[src/rtl/fifo_port_arbiter.sv]
// Two-producer round-robin write arbiter in front of an external FIFO, with a
// one-cycle read-return path, occupancy tracking and an almost-full interrupt.
module fifo_port_arbiter #(
  parameter int WIDTH    = 16,
  parameter int DEPTH    = 16,
  parameter int AF_LEVEL = 12
) (
  input  logic                       clk,
  input  logic                       rst,
  input  logic                       p0_valid,
  input  logic [WIDTH-1:0]           p0_data,
  output logic                       p0_ready,
  input  logic                       p1_valid,
  input  logic [WIDTH-1:0]           p1_data,
  output logic                       p1_ready,
  input  logic                       c_req,
  output logic                       c_valid,
  output logic [WIDTH-1:0]           c_data,
  output logic                       fifo_wr_en,
  output logic [WIDTH-1:0]           fifo_data_in,
  output logic                       fifo_rd_en,
  input  logic [WIDTH-1:0]           fifo_data_out,
  input  logic                       fifo_full,
  input  logic                       fifo_empty,
  output logic [$clog2(DEPTH):0]     level,
  output logic                       irq
);

  localparam int LW = $clog2(DEPTH) + 1;
  localparam logic [LW-1:0] DEPTH_L = LW'(DEPTH);
  localparam logic [LW-1:0] AF_L    = LW'(AF_LEVEL);
  localparam logic [LW-1:0] ONE_L   = LW'(1);

  logic [1:0]    valid_vec;
  logic [1:0]    grant_vec;
  logic [1:0]    ready_vec;
  logic          last_grant_reg;  // 0 = p0 granted last, 1 = p1 granted last
  logic          c_valid_reg;
  logic          irq_reg;
  logic [LW-1:0] level_reg;
  logic [LW-1:0] level_next;

  assign valid_vec = {p1_valid, p0_valid};

  // On contention the producer not granted last wins; a lone requester always wins.
  always_comb begin
    grant_vec = 2'b00;
    if (!rst) begin
      if (valid_vec == 2'b11) begin
        grant_vec = last_grant_reg ? 2'b01 : 2'b10;
      end else begin
        grant_vec = valid_vec;
      end
    end
  end

  generate
    for (genvar gi = 0; gi < 2; gi++) begin : g_ready
      assign ready_vec[gi] = grant_vec[gi] & ~fifo_full & ~rst;
    end
  endgenerate

  assign p0_ready     = ready_vec[0];
  assign p1_ready     = ready_vec[1];
  assign fifo_wr_en   = |ready_vec;
  assign fifo_data_in = grant_vec[0] ? p0_data :
                        grant_vec[1] ? p1_data : '0;
  assign fifo_rd_en   = c_req & ~fifo_empty & ~rst;

  assign c_valid = c_valid_reg;
  assign c_data  = c_valid_reg ? fifo_data_out : '0;
  assign level   = level_reg;
  assign irq     = irq_reg;

  always_comb begin
    level_next = level_reg;
    case ({fifo_wr_en, fifo_rd_en})
      2'b10:   level_next = level_reg + ONE_L;
      2'b01:   level_next = level_reg - ONE_L;
      default: level_next = level_reg;
    endcase
  end

  always_ff @(posedge clk) begin
    if (rst) begin
      level_reg      <= '0;
      c_valid_reg    <= 1'b0;
      irq_reg        <= 1'b0;
      last_grant_reg <= 1'b1;
    end else begin
      level_reg   <= level_next;
      c_valid_reg <= fifo_rd_en;
      irq_reg     <= (level_reg >= AF_L);
      // Only an accepted transfer moves the pointer; blocked grants leave it.
      if (fifo_wr_en) begin
        last_grant_reg <= ready_vec[1];
      end
    end
  end

  // The FIFO flags should make these unreachable; firing means flag/level disagreement.
  always_ff @(posedge clk) begin
    if (!rst) begin
      a_no_overflow:  assert (!(fifo_wr_en && !fifo_rd_en && level_reg == DEPTH_L));
      a_no_underflow: assert (!(fifo_rd_en && !fifo_wr_en && level_reg == '0));
    end
  end

endmodule

[config.mk]
export PLATFORM = sky130hd
export DESIGN_NAME = fifo_port_arbiter
export DESIGN_NICKNAME = d
export VERILOG_FILES = /design/src/rtl/fifo_port_arbiter.sv
export SDC_FILE = /design/constraint.sdc
export NUM_CORES = 1
export LEC_CHECK = 0
export CAP_MARGIN = 20
export CORE_MARGIN = 2
export CORE_UTILIZATION = 28
export DETAILED_ROUTE_END_ITERATION = 8
export PLACE_DENSITY = 0.86
export SKIP_CTS_REPAIR_TIMING = 1
export SYNTH_ARGS = -nofsm -noshare
export SYNTH_HDL_FRONTEND = slang
export SYNTH_SLANG_ARGS = --single-unit
[constraint.sdc]
create_clock -name clk -period 4.8 [get_ports clk]
set_clock_uncertainty 0.1 [all_clocks]
set_input_delay 0.96 -clock clk [delete_from_list [all_inputs] [get_ports clk]]
set_output_delay 0.96 -clock clk [all_outputs]
set_load 0.01 [all_outputs]
==> results of run 1 <==
[cells by family after synthesis]
group	count (synthesis)	synth area share, %
and+or+nand+nor	44	31.4
AOI/OAI and AO/OA	25	27.4
buffers and inverters	10	8.24
DFF	8	20.3
adders and majority gates	5	8.88
muxes	2	2.69
xor gates and xnor gates	1	1.11
[tightest hold or removal path, stage by stage, from the launching register on]
cell and delay, ns:
dfxtp_1 0.34, nand2_1 0.08, o211ai_1 0.07
[layer usage]
metal	part of all wire, %	vias up	GRT usage, %
met3	17	6	11.1
met2	47	79	33.8
met4	1.6	0	5.32
met1	35	477	17.1
met5	0	-	0
li1	-	529	-
[metrics by stage]
step           cells  util, %  hold slack [ns]  area (µm²)  power [W]
3_3_place_gp     219     65.1            0.418        1760   0.000203
5_1_grt          222     65.9            0.485        1790   0.000273
3_5_place_dp     219     65.1            0.424        1760   0.000206
2_1_floorplan     95        -            0.410         790   0.000122
4_1_cts          222     65.9            0.429        1790   0.000259
6_report         222     65.9            0.437        1790   0.000257
[where the power goes]
| group | total [W] | switching [W] | internal [W] |
|---|---|---|---|
| clock | 0.0000526 | 0.0000239 | 0.0000287 |
| combinational | 0.000129 | 0.0000441 | 0.0000852 |
| sequential | 0.0000752 | 0.00000489 | 0.0000703 |
| total | 0.000257 | 0.0000729 | 0.000184 |
[layout make-up]
cell class | count | area share [%]
inverters | 4 | 0.840
repair buffers | 99 | 55.2
well taps | 31 | 2.17
multi-input cells | 77 | 31.6
clock buffers | 3 | 1.26
flip-flops and latches | 8 | 8.96
[worst max-delay path by stage]
stage | from | to | slack (ns) | depth (start not counted)
after floorplan | rst | level[4] | 1.51 | 9
after global placement | rst | p1_ready | 0.75 | 5
after detailed placement | rst | level[4] | 0.66 | 11
after CTS | rst | p1_ready | 0.73 | 5
after global routing | rst | fifo_data_in[4] | 0.62 | 5
final | rst | p1_ready | 0.73 | 5
[placed cells by master (no fill, tap or decap), types with 2 or more instances in the layout]
| cell type | synthesis | final |
|---|---|---|
| a21oi_1 | 4 | 4 |
| a22o_1 | 16 | 16 |
| and2_1 | 16 | 16 |
| buf_4 | 0 | 2 |
| clkbuf_4 | 0 | 3 |
| clkdlybuf4s50_1 | 0 | 97 |
| dfxtp_1 | 8 | 8 |
| ha_1 | 4 | 4 |
| inv_1 | 4 | 4 |
| nand2b_1 | 2 | 2 |
| nor2_1 | 12 | 12 |
| nor2b_1 | 4 | 4 |
| nor3b_1 | 2 | 2 |
==> impl_metrics.json, run 1 <==
{
  "status": "completed",
  "worstRegToRegCells": 10,
  "drtIter0Drc": 12,
  "vias": 1091,
  "layout.nets": 253,
  "ant_nets": 0,
  "die_h_um": 57.1,
  "grt_max_degree": 18,
  "cts.sinks": 8,
  "multi_input_area_um2": 564,
  "rsz0062_at_grt": "false",
  "maxCapViolCount": 0,
  "cts_buffer_depth": 2,
  "clk_latency_ns": 0.25,
  "antenna_found_initial": 0,
  "drive_gt1_share_pct": 4.19,
  "drt_wl_total_um": 2990,
  "num_antenna_cells": 0,
  "synth_largest_area_cell": "dfxtp_1",
  "hold_depth": 2,
  "start_kind": "input pin",
  "rows": 19,
  "largest_reg_flops": 5,
  "criticalPathCategory": "in2out",
  "cpPeakStageDelay_ns": 0.66,
  "dp_hpwl_um": 2610,
  "hold_violations": 0,
  "path_max_fanout": 14,
  "ys_types": 31,
  "numPortBuffers": 97,
  "finalSetupTns_ns": 0,
  "wire_per_inst_um": 13.5,
  "synth-edff-count": 0,
  "timing.critical_path.mode_cell": "clkdlybuf4s50_1",
  "start_util_pct": 29.1,
  "io_pins": 98,
  "p_leak_nw": 0.724,
  "synthCells": 95,
  "grt_use_total_pct": 18.5,
  "grt_first_pass_wirelength_um": 4820,
  "setup_viol": 0,
  "cts_tree": "done",
  "setup_slack_ns": 0.735,
  "grt_pass1_vias": 1164,
  "core_um2": 2710,
  "drtPass1Iterations": 4,
  "rrSetupSlack_ns": 1.87,
  "synth_area_um2": 790,
  "hp-start": "level[3]",
  "hold_path.class": "reg2reg",
  "worst_path_max_delay_cell": "clkdlybuf4s50_1",
  "rr_endpoint": "level[4]",
  "cpLargestDelayFamily": "buffers and inverters",
  "fin_crit_sh_pct": 84.7,
  "crit_arrival_ns": 3.01,
  "dpl_worst_slack_ns": 0.656,
  "viasPerCell": 4.91,
  "crit_path_end_kind": "output pin",
  "ys_warn_count": 0,
  "die_area_um2": 3260,
  "cts.clk_slew.worst_paths_ns": 0.05,
  "num-fill-cells": 223,
  "ys_seq_elements": 8,
  "cts_max_level": 1,
  "crit_required_ns": 3.74,
  "drc": 0,
  "synth_top_area_share_pct": 20.3,
  "cellPowerDensity_nw_per_um2": 144,
  "synthArstFlopShare_pct": 0,
  "cts-root-buf": "clkbuf_4",
  "synth_top_cells_by_area": "dfxtp_1 20%, a22o_1 18%, and2_1 13%",
  "cts-buffers-inserted": 3,
  "timing.fmax_mhz": 246,
  "relSlewSlack_pct": 66.8,
  "synthFlopType": "dfxtp_1",
  "path_cells": "clkdlybuf4s50_1 -> a211oi_4 -> buf_4 -> nor2b_1 -> clkdlybuf4s50_1",
  "holdPathEnd": "level[3]",
  "ys_seq_area_share_pct": 20.3,
  "gp_congestion": 0.801,
  "critPathBufInv": 3,
  "die_w_um": 57.1,
  "tightest_slew_ns": 0.496,
  "seq_area_um2": 160,
  "syn-num-nets": 155,
  "avgSynthCellArea_um2": 8.31,
  "slew_violations": 0,
  "area_delta_synth_final_pct": 126,
  "fin_crit_ns": 4.07,
  "grt-ovfl-total": 0,
  "ir_drop_mv": 0.104,
  "synthTopCellsByCount": "16 x a22o_1, 16 x and2_1, 12 x nor2_1",
  "r2r-start": "last_grant_reg"
}
No activity file was read; power rests on OpenSTA's default activity.
==> inputs of run 2 (changes only) <==
--- a/config.mk
+++ b/config.mk
@@ -7,9 +7,9 @@
 export LEC_CHECK = 0
 export CAP_MARGIN = 20
 export CORE_MARGIN = 2
-export CORE_UTILIZATION = 28
+export CORE_UTILIZATION = 23
 export DETAILED_ROUTE_END_ITERATION = 8
-export PLACE_DENSITY = 0.86
+export PLACE_DENSITY = 0.76
 export SKIP_CTS_REPAIR_TIMING = 1
 export SYNTH_ARGS = -nofsm -noshare
 export SYNTH_HDL_FRONTEND = slang
==> constraint.sdc (replaced) <==
create_clock -name clk -period 3.6 [get_ports clk]
set_clock_uncertainty 0.1 [all_clocks]
set_input_delay 0.72 -clock clk [delete_from_list [all_inputs] [get_ports clk]]
set_output_delay 0.72 -clock clk [all_outputs]
set_load 0.01 [all_outputs]
==> impl_metrics.json, run 2 (synthesis results as in run 1) <==
{
  "core_um2": 3310,
  "grt-ovfl-total": 0,
  "relSlewSlack_pct": 75.6,
  "hp-start": "level[4]",
  "cts_max_level": 1,
  "rows": 21,
  "cellPowerDensity_nw_per_um2": 187,
  "tightest_slew_ns": 0.365,
  "path_cells": "clkdlybuf4s50_1 -> buf_4 -> nor3b_1 -> ha_1 -> inv_1 -> fa_1 -> and2b_1 -> o22ai_2 -> mux2i_1 -> mux2_2",
  "grt_pass1_vias": 1037,
  "die_h_um": 62.6,
  "numPortBuffers": 97,
  "cts-buffers-inserted": 3,
  "drt-met1-wl_um": 1180,
  "grt_use_total_pct": 15.6,
  "wire_per_inst_um": 12.7,
  "drive_gt1_share_pct": 4.69,
  "cpPeakStageDelay_ns": 0.47,
  "maxCapViolCount": 0,
  "rrSetupSlack_ns": 0.86,
  "crit_required_ns": 3.64,
  "status": "completed",
  "cts.clk_slew.worst_paths_ns": 0.05,
  "mostFrequentLayoutCells": "97 x clkdlybuf4s50_1, 16 x and2_1, 16 x a22o_1",
  "cpLargestDelayFamily": "buffers and inverters",
  "largest_reg_flops": 5,
  "num_antenna_cells": 0,
  "multi_input_area_um2": 564,
  "rr_endpoint": "level[4]",
  "antenna_found_initial": 0,
  "final_common_cell": "clkdlybuf4s50_1",
  "grt_max_degree": 18,
  "grt_first_pass_wirelength_um": 4980,
  "ant_nets": 0,
  "holdWs_ns": 0.408,
  "placed_area_um2": 1790,
  "clk_latency_ns": 0.25,
  "vias": 1065,
  "timing.fmax_mhz": 304,
  "ir_drop_mv": 0.168,
  "seq_power_share_pct": 29.6,
  "drtIter0Drc": 28,
  "drtPass1Iterations": 6,
  "dpl_worst_slack_ns": 0.0503,
  "combPwrFrac_pct": 50.7,
  "cts.sinks": 8,
  "crit_path_end_kind": "flop",
  "dp_hpwl_um": 2540,
  "die_area_um2": 3920,
  "wl_met2_um": 1490,
  "p_sw_w": 0.0000926,
  "r2r-start": "last_grant_reg",
  "finalSetupTns_ns": 0,
  "fin_crit_ns": 3.29,
  "hold_depth": 2,
  "p_int_w": 0.000246,
  "crit_arrival_ns": 3.32,
  "setup_viol": 0,
  "final_util_pct": 54.8,
  "highest_layer": "met4",
  "holdPathEnd": "irq",
  "swShare_pct": 27.3,
  "num-fill-cells": 327,
  "cts_tree": "done",
  "worstRegToRegCells": 11,
  "viasPerCell": 4.47,
  "io_pins": 98,
  "seq_area_um2": 160,
  "gp_congestion": 0.710,
  "cts-root-buf": "clkbuf_4",
  "drc": 0,
  "drt_wl_total_um": 3020,
  "criticalPathCategory": "in2reg",
  "cts_buffer_depth": 2,
  "critPathBufInv": 3,
  "setup_slack_ns": 0.314,
  "area_delta_synth_final_pct": 130,
  "worst_path_max_delay_cell": "clkdlybuf4s50_1",
  "fin_crit_sh_pct": 91.3,
  "path_max_fanout": 12,
  "route.met3.wl_um": 307,
  "hold_violations": 0,
  "slew_violations": 0,
  "power_frac_clock_pct": 19.7,
  "rsz0062_at_grt": "false",
  "die_w_um": 62.6,
  "hold_path.class": "reg2reg",
  "layout.nets": 254,
  "start_kind": "input pin",
  "start_util_pct": 23.8,
  "final_area_um2": 1810,
  "p_leak_nw": 0.729
}
run 2: power groups by stage:
stage                      clock, W  combinational [W]  sequential (W)
after floorplan                   0          0.0000608        0.000102
after global placement            0           0.000168        0.000102
after detailed placement          0           0.000173        0.000102
after CTS                 0.0000700           0.000173        0.000100
after global routing      0.0000721           0.000186        0.000101
final                     0.0000666           0.000172        0.000100
run 2: worst max-delay path by stage:
stage / depth (start not counted) / start / slack, ns / to
after global placement: 11 / p1_valid / 0.20 / level[4]
after floorplan: 9 / rst / 0.55 / level[4]
after global routing: 10 / rst / 0.14 / level[4]
after CTS: 10 / rst / 0.32 / level[4]
after detailed placement: 10 / rst / 0.05 / level[4]
final: 10 / rst / 0.31 / level[4]
run 2: cell type report:
class	count	share of cell area, %
clock buffers	3	1.24
flip-flops and latches	8	8.83
well taps	46	3.17
inverters	4	0.828
multi-input cells	77	31.1
repair buffers	100	54.8
run 2: metrics by stage:
stage,cells,total power [W]
after floorplan,95,0.000163
after global placement,235,0.000270
after detailed placement,235,0.000275
after CTS,238,0.000344
after global routing,238,0.000359
final,238,0.000339
run 2: worst reg2reg max path, cell delays in order (launching register included):
cell      delay, ns
dfxtp_1        0.34
nand2b_1       0.18
and3b_1        0.20
nor2_1         0.13
or2_1          0.13
ha_1           0.25
inv_1          0.10
fa_1           0.38
and2b_1        0.23
o22ai_2        0.08
mux2i_1        0.16
mux2_2         0.35
run 2: metal layers:
layer	up-vias	GRT usage [%]
li1	530	-
met5	-	0
met1	466	17.5
met3	4	5.95
met4	0	2.50
met2	65	28.2
==> inputs of run 3 (changes only) <==
--- a/config.mk
+++ b/config.mk
@@ -6,6 +6,7 @@
 export NUM_CORES = 1
 export LEC_CHECK = 0
 export CAP_MARGIN = 20
+export CORE_ASPECT_RATIO = 0.6
 export CORE_MARGIN = 2
 export CORE_UTILIZATION = 23
 export DETAILED_ROUTE_END_ITERATION = 8
==> impl_metrics.json, run 3 (synthesis results as in run 1) <==
{
  "antenna_found_initial": 0,
  "combPwrFrac_pct": 45.4,
  "area_delta_synth_final_pct": 133,
  "final_common_cell": "clkdlybuf4s50_1",
  "start_util_pct": 24.2,
  "p_leak_nw": 0.741,
  "setup_viol": 0,
  "grt-ovfl-total": 0,
  "grt_use_total_pct": 16.2,
  "criticalPathCategory": "in2reg",
  "timing.fmax_mhz": 290,
  "setup_slack_ns": 0.149,
  "maxCapViolCount": 0,
  "hold_violations": 0,
  "seq_power_share_pct": 26.3,
  "wire_per_inst_um": 13.4,
  "viasPerCell": 4.51,
  "fin_crit_ns": 3.45,
  "vias": 1074,
  "place_inst": 235,
  "crit_required_ns": 3.61,
  "crit_path_end_kind": "flop",
  "layout.nets": 255,
  "crit_arrival_ns": 3.46,
  "core_um2": 3260,
  "ir_drop_mv": 0.107,
  "die_w_um": 79.6,
  "drtPass1Iterations": 4,
  "p_sw_w": 0.000102,
  "cts-root-buf": "clkbuf_8",
  "drc": 0,
  "grt_pass1_vias": 1082,
  "num_antenna_cells": 0,
  "cts_tree": "done",
  "cts-buffers-inserted": 3,
  "largest_reg_flops": 5,
  "finalSetupTns_ns": 0,
  "gp_congestion": 0.768,
  "rsz0062_at_grt": "false",
  "power_frac_clock_pct": 28.3,
  "die_h_um": 49.4,
  "path_max_fanout": 7,
  "final_util_pct": 56.3,
  "p_int_w": 0.000282,
  "relSlewSlack_pct": 76.1,
  "grt_max_degree": 18,
  "grt_first_pass_wirelength_um": 5100,
  "numPortBuffers": 97,
  "drtIter0Drc": 26,
  "start_kind": "input pin",
  "cts.clk_slew.worst_paths_ns": 0.04,
  "mostFrequentLayoutCells": "97 x clkdlybuf4s50_1, 16 x and2_1, 16 x a22o_1",
  "dp_hpwl_um": 2690,
  "hold_path.class": "reg2reg",
  "cellPowerDensity_nw_per_um2": 209,
  "fin_crit_sh_pct": 95.9,
  "die_area_um2": 3930,
  "cts_max_level": 1,
  "cts_buffer_depth": 2,
  "io_pins": 98,
  "fin_cells": 238,
  "tightest_slew_ns": 0.358,
  "clk_latency_ns": 0.23,
  "slew_violations": 0,
  "cts.sinks": 8,
  "dpl_worst_slack_ns": -0.0119,
  "ant_nets": 0,
  "status": "completed",
  "rows": 16,
  "swShare_pct": 26.5,
  "drive_gt1_share_pct": 5.18,
  "drt_wl_total_um": 3190
}
## run 3: changes by cell type in the layout (fill, tap and decap cells not counted), sizes merged
cell and change:
buf +1
## run 3: layout make-up
type / instances / area [µm²]
Clock buffer: 3 / 41.3
Fill cell: 284 / 1430
Inverter: 4 / 15.0
Multi-Input combinational cell: 77 / 564
Sequential cell: 8 / 160
Tap cell: 45 / 56.3
Timing Repair Buffer: 101 / 1000
## run 3: path summary, 6_finish.rpt
check | cells past startpoint | slack, ns | end | start
max | 10 | 0.15 | level[4] | rst
min reg2reg | 2 | 0.43 | irq | level[4]
min | 2 | 0.43 | irq | level[4]
max reg2reg | 11 | 0.81 | level[4] | last_grant_reg
## run 3: stage by stage
step | power [W] | hold WS (ns) | cell area (µm²)
2_1_floorplan | 0.000163 | 0.410 | 790
3_3_place_gp | 0.000271 | 0.423 | 1800
3_5_place_dp | 0.000276 | 0.435 | 1800
4_1_cts | 0.000387 | 0.444 | 1840
5_1_grt | 0.000404 | 0.454 | 1840
6_report | 0.000384 | 0.431 | 1840
## run 3: power groups by stage
stage / logic, W / registers [W] / clock network (W)
6_report: 0.000174 / 0.000101 / 0.000109
5_1_grt: 0.000187 / 0.000102 / 0.000116
4_1_cts: 0.000175 / 0.000101 / 0.000111
3_5_place_dp: 0.000173 / 0.000102 / 0
3_3_place_gp: 0.000169 / 0.000102 / 0
2_1_floorplan: 0.0000608 / 0.000102 / 0
## run 3: layer usage
metal  vias up  track usage [%]  share of wire (%)  routed length, µm
met1       496             18.9                 42               1340
met3         6             6.11                7.9                253
met4         0             3.74                1.3                 40
met5         -                0                  0                  0
li1        535                -                  -                  -
met2        37             28.3                 49               1550
## run 3: worst max-delay path: stages
cell and delay, ns:
clkdlybuf4s50_1 0.51, buf_4 0.21, nor3b_1 0.30, ha_1 0.31, inv_1 0.11, fa_1 0.41, and2b_1 0.24, o22ai_2 0.09
mux2i_1 0.19, mux2_2 0.35
